<file path="src/rtl/alu_sequencer.sv">
// alu_sequencer: IDLE/READ/EXEC/WB front end that feeds an external combinational ALU from a 16-entry register file.
// Define ALU_SEQ_DEBUG_EN to add a combinational register-file read port (Dbg_Addr/Dbg_Data).
module alu_sequencer #(
  parameter int REGS  = 16,
  parameter int WIDTH = 16
) (
  input  logic             clk,
  input  logic             reset_n,
  input  logic [15:0]      Instr,
  input  logic             Instr_Valid,
  output logic             Instr_Ready,
  input  logic             Ld_En,
  input  logic [3:0]       Ld_Addr,
  input  logic [WIDTH-1:0] Ld_Data,
  output logic [WIDTH-1:0] Alu_A,
  output logic [WIDTH-1:0] Alu_B,
  output logic [3:0]       Alu_Opcode,
  input  logic [WIDTH-1:0] Alu_C,
  input  logic             Alu_Flag,
  input  logic             Alu_Low,
  input  logic             Alu_Negative,
  input  logic             Alu_Zero,
`ifdef ALU_SEQ_DEBUG_EN
  input  logic [3:0]       Dbg_Addr,
  output logic [WIDTH-1:0] Dbg_Data,
`endif
  output logic [3:0]       Psr,
  output logic             Done,
  output logic             Bad_Op
);

  typedef enum logic [1:0] {IDLE, READ, EXEC, WB} state_t;

  localparam logic [3:0] OP_ADD  = 4'h0;
  localparam logic [3:0] OP_SUB  = 4'h1;
  localparam logic [3:0] OP_CMP  = 4'h2;
  localparam logic [3:0] OP_CMPR = 4'h3;
  localparam logic [3:0] OP_AND  = 4'h4;
  localparam logic [3:0] OP_OR   = 4'h5;
  localparam logic [3:0] OP_XOR  = 4'h6;
  localparam logic [3:0] OP_NOT  = 4'h7;
  localparam logic [3:0] OP_LSH  = 4'h8;
  localparam logic [3:0] OP_RSH  = 4'h9;
  localparam logic [3:0] OP_ARSH = 4'hA;

  state_t           r_state;
  state_t           w_nextState;
  logic             w_ready;
  logic             w_accept;
  logic             w_load;
  logic             w_opDefined;
  logic             w_wrEn;
  logic [15:0]      r_instr;
  logic [WIDTH-1:0] r_rf [REGS];
  logic [WIDTH-1:0] r_aluA;
  logic [WIDTH-1:0] r_aluB;
  logic [3:0]       r_aluOp;
  logic [WIDTH-1:0] r_capC;
  logic [3:0]       r_capFlags;
  logic [3:0]       r_psr;
  logic             r_done;
  logic             r_badOp;

  always_ff @(posedge clk or negedge reset_n) begin
    if (!reset_n) r_state <= IDLE;
    else          r_state <= w_nextState;
  end

  always_comb begin
    w_nextState = r_state;
    w_ready     = 1'b0;
    w_accept    = 1'b0;
    w_load      = 1'b0;
    case (r_state)
      IDLE: begin
        w_ready = 1'b1;
        w_load  = Ld_En;
        if (Instr_Valid) begin
          w_accept    = 1'b1;
          w_nextState = READ;
        end
      end
      READ:    w_nextState = EXEC;
      EXEC:    w_nextState = WB;
      WB:      w_nextState = IDLE;
      default: w_nextState = IDLE;
    endcase
  end

  always_comb begin
    w_opDefined = 1'b0;
    case (r_instr[15:12])
      OP_ADD, OP_SUB, OP_CMP, OP_CMPR, OP_AND, OP_OR,
      OP_XOR, OP_NOT, OP_LSH, OP_RSH, OP_ARSH: w_opDefined = 1'b1;
      default:                                 w_opDefined = 1'b0;
    endcase
    w_wrEn = w_opDefined && (r_instr[15:12] != OP_CMP) && (r_instr[15:12] != OP_CMPR);
  end

  // Done is registered so it pulses in the IDLE cycle right after writeback,
  // which is also the first cycle a dependent instruction can be accepted.
  always_ff @(posedge clk or negedge reset_n) begin
    if (!reset_n) begin
      r_instr    <= '0;
      r_aluA     <= '0;
      r_aluB     <= '0;
      r_aluOp    <= '0;
      r_capC     <= '0;
      r_capFlags <= '0;
      r_psr      <= '0;
      r_done     <= 1'b0;
      r_badOp    <= 1'b0;
      for (int i = 0; i < REGS; i++) r_rf[i] <= '0;
    end else begin
      r_done  <= 1'b0;
      r_badOp <= 1'b0;
      if (w_load)   r_rf[Ld_Addr] <= Ld_Data;
      if (w_accept) r_instr <= Instr;
      case (r_state)
        READ: begin
          r_aluA  <= r_rf[r_instr[7:4]];
          r_aluB  <= r_rf[r_instr[3:0]];
          r_aluOp <= r_instr[15:12];
        end
        EXEC: begin
          r_capC     <= Alu_C;
          r_capFlags <= {Alu_Flag, Alu_Low, Alu_Negative, Alu_Zero};
        end
        WB: begin
          if (w_wrEn) r_rf[r_instr[11:8]] <= r_capC;
          r_psr   <= r_capFlags;
          r_done  <= 1'b1;
          r_badOp <= !w_opDefined;
        end
        default: ;
      endcase
    end
  end

`ifdef ALU_SEQ_DEBUG_EN
  assign Dbg_Data = r_rf[Dbg_Addr];
`else
  // Without the debug port the register file is observable only through execution.
`endif

  assign Instr_Ready = w_ready;
  assign Alu_A       = r_aluA;
  assign Alu_B       = r_aluB;
  assign Alu_Opcode  = r_aluOp;
  assign Psr         = r_psr;
  assign Done        = r_done;
  assign Bad_Op      = r_badOp;

endmodule

</file>
<file path="config.mk">
export PLATFORM = sky130hd
export DESIGN_NAME = alu_sequencer
export DESIGN_NICKNAME = d
export VERILOG_FILES = /design/src/rtl/alu_sequencer.sv
export SDC_FILE = /design/constraint.sdc
export NUM_CORES = 1
export LEC_CHECK = 0
export CORE_AREA = 4 4 239 241
export DETAILED_ROUTE_END_ITERATION = 8
export DIE_AREA = 0 0 243 245
export PLACE_DENSITY = 0.54
export REMOVE_ABC_BUFFERS = 1
export SKIP_LAST_GASP = 1
export SLEW_MARGIN = 15
export SYNTH_ARGS = -nofsm -noshare
export SYNTH_HDL_FRONTEND = slang
export SYNTH_SLANG_ARGS = --single-unit
</file>
<file path="constraint.sdc">
create_clock -name clk -period 2.8 [get_ports clk]
set_input_delay 0.42 -clock clk [delete_from_list [all_inputs] [get_ports clk]]
set_output_delay 0.42 -clock clk [all_outputs]
set_load 0.1 [all_outputs]
</file>
==> summary.md <==
The flow ran to the end, and the final reports show no timing, DRC or antenna violations. The width of the die works out to 243 um. The setup skew after layout was 0.00949 ns; the final cycle utilization of the critical path was 82.7%. Leading area contributor after synthesis: dfrtp_1.

For this design the ratio of total power to cell area is 1230 nW/um2. Clock tree synthesis inserted a total of 40 buffers. The tools report the final RePlAce weighted congestion as 0.794. The instance count of the mapped netlist was 1653. After global routing, the most crowded layer is met2.

The path class of the tightest hold or removal check is input port to async pin. The total overflow left after global routing is 0. The clock transition at the registers of the reported paths is 0.06 ns. The worst setup path is launched from a register.

The count of different cell masters after synthesis is 41, and the actual slew at the worst max-slew pin is 0.863 ns. Data arrival time of the critical path: 1.89 ns. Sort of element at the end of the critical path: an output port. Among all flip-flop cells after synthesis, the most frequent one is dfrtp_1. The most common cell in the synthesized netlist is dfrtp_1. The leakage power is 8.18 nW. The number of flops mapped to enable cells by yosys is 0. The synthesized netlist occupies a cell area of 19100 um2. The worst-case IR drop observed on VDD is 0.743 mV.

The worst path meets setup with 0.486 ns of slack. The met3 routing resource usage after global routing came out at 2.77%. By count the netlist is led by dfrtp_1, mux2i_1, a21oi_1. Summing all non-filler instances in the final layout gives an area of 22100 um2. Setup repair after global routing left no endpoint under its margin. Via density per instance: 5.65. The run gives 2 as the number of H-tree levels.

The logs give 5222 for the filler cell count and 0 for the reported max-cap violation count. The simple-gate share of the synthesized area is 6.63%, and the met2 track demand over resource is 32.7%. The tools report the count of pins over their slew limit as 0.

Of the cells placed in the final design, the portion with a size suffix greater than 1 is 24.2%. By area the synthesized netlist is led by dfrtp_1, mux4_2, mux2i_1, mux2_2, a21oi_1. At the worst endpoint, the required time is 2.38 ns. The number of gates resized after CTS was 0. For this run, design rule violations remaining after detail routing come to 0. The run gives 0 as the synthesis warning total. The run gives 0 ns as the setup TNS. The top cell type by area accounts for 44.1% of the synthesized area. Hold is met by 0.476 ns. Summed over all layers, the routed wires come to 60.0 mm.

Met1 global-route usage: 28.2%. Input and output buffers added on the ports amount to 102. Sequential elements use 44.1% of the synthesized area.

The tools report the via count of the first global-routing pass as 13900. Across the whole layout, storage elements account for 8420 um2. The routed layout has 13700 vias. The run gives 1151 as the iteration-0 DRC count of the detailed router.

Pin count of the biggest net entering global routing: 83. The fraction of synthesized area in multiplexers was 33.1%. The maximum clock path buffer count came out at 3. The combined global-route utilization of all metal layers is 20.1%.

For the post-detailed-placement half-perimeter wirelength, the log shows 38.0 mm. Highest net fanout along the worst path: 4. The later pin in the worst-skew pair is clocked with a latency of 0.55 ns.

Post-placement cell area: 20900 um2. The die is 245 um tall. For the wire length of the first global-routing pass, the log shows 91.4 mm.

Summing the areas of all compound-gate instances in the mapped netlist gives 11.5% of the synthesized area. TritonCTS built the clock tree. The setup path with the least slack is of type register to output port.

Headroom to the max-slew limit came out at 42.5%. Counting tap cells, the placed design contains a total of 2352 instances. Setup violations remaining at the end of the flow were counted as 0.

From synthesis to final layout, the design area changed by 15.7%. The core box area is 54900 um2, and the number of endpoints with negative hold slack in the final report is 0. The net count of the finished layout is 1756. The total power was 27.1 mW; the number of iterations in the first detailed-routing pass was 8. The mean area per synthesized cell is 11.5 um2. Summing the areas of all fa, ha and maj instances in the mapped netlist gives 0.328% of the synthesized area.

The async set-or-reset flop fraction in the synthesized netlist is 100%, and the post-layout minimum cycle time is 2.31 ns. Cell chosen for the clock root: clkbuf_16. Summing the areas of all xor and xnor instances in the mapped netlist gives 0% of the synthesized area. The combinational family with the most area after synthesis is multiplexers. Area taken by multi-input logic gates: 9850 um2. The number of nets still failing antenna checks after routing was 0; the TritonCTS sink count was 336. The number of top-level pins was 103; the number of buffers inserted to repair setup after CTS was 0. For this run, the top clock speed supported by timing is 432 MHz. The initial utilization of the core area, before any placement, comes to 34.8%.

The repair_antennas step left the layout with diodes totalling 0. The utilization after layout came out at 40.2%. After detailed routing, the average wire length per cell comes to 24.8 um. The floorplan has 86 rows.

The full die area was 59500 um2; the number of non-filler instances in the completed layout was 2420. Flop and latch count out of synthesis: 336. The number of antenna violations at the first check in global routing came out at 0. Post-placement worst setup slack: 0.459 ns.
==> timing repair <==
action	CTS	global route
hold endpoints to repair	74	0
hold buffers	1	0
setup endpoints to repair	0	0
==> kinds of logic (layout without fill, tap and decap cells) <==
kind of cell	count (synthesis)	count (layout)
AOI/OAI and AO/OA	371	371
adders and majority gates	5	5
buffers and inverters	179	242
DFF	336	336
muxes	461	461
and+or+nand+nor	301	301
==> worst max-delay path, stage by stage, from the launching register on <==
cell     delay, ns
dfrtp_1       0.40
inv_1         0.13
ha_1          0.29
buf_4         0.21
buf_4         0.30
==> final timing paths <==
check	start	endpoint	slack (ns)	depth (start not counted)
max in group asynchronous	reset_n	r_capC[15]$_DFFE_PN0P_	1.41	3
worst min-delay path	reset_n	r_rf[104]$_DFF_PN0_	0.48	2
worst max-delay path	r_state[0]$_DFFE_PN0P_	Instr_Ready	0.49	4
min in group clk	Alu_C[8]	r_capC[8]$_DFFE_PN0P_	0.48	2
worst min register to register	r_capFlags[2]$_DFFE_PN0P_	Psr[2]$_DFFE_PN0P_	0.50	1
worst max register to register	r_state[1]$_DFFE_PN0P_	r_rf[88]$_DFF_PN0_	0.53	5
==> report_power, final <==
| group | total (mW) | internal [mW] | switching [mW] |
|---|---|---|---|
| Sequential | 9.85 | 7.13 | 2.72 |
| Combinational | 12.3 | 5.89 | 6.40 |
| Clock | 4.94 | 2.87 | 2.07 |
| Total | 27.1 | 15.9 | 11.2 |
==> cell usage in the layout, fill, tap and decap left out, drive strengths merged, types with 2 or more instances in the layout <==
master / synthesis / routed
a2111o: 8 / 8
a2111oi: 8 / 8
a21oi: 162 / 162
buf: 116 / 113
clkbuf: 60 / 55
clkdlybuf4s50: 0 / 58
clkinv: 0 / 10
dfrtp: 336 / 336
ha: 5 / 5
inv: 3 / 3
mux2: 77 / 77
mux2i: 256 / 256
mux4: 128 / 128
nand2: 134 / 134
nand2b: 4 / 4
nand3b: 5 / 5
nand4b: 2 / 2
nor2: 139 / 139
nor3: 2 / 2
o21ai: 128 / 128
o22ai: 64 / 64
or2: 2 / 2
or3: 3 / 3
or3b: 3 / 3
==> registers in the layout, summed over array words and instances, names as in the netlist <==
register / flops
r_state: 2
Alu_Opcode: 4
r_capC: 16
r_instr: 16
Alu_A: 16
Psr: 4
Bad_Op: 1
Alu_B: 16
r_capFlags: 4
r_rf: 256
Done: 1
==> layer usage <==
layer,up-vias,routed length [um],part of all wire (%)
met1,6951,27000,45
met3,108,3010,5.0
met4,0,1440,2.4
met5,-,0,0
met2,410,28600,48
li1,6196,-,-
==> layout make-up <==
type,count,share of cell area (%)
sequential,336,38.2
timing repair buffer,172,7.74
multi-input combinational,1138,44.6
clock inverter,12,0.397
clock buffer,55,5.07
tap,704,3.99
inverter,3,0.0510
Power figures use the tool's default switching activity.
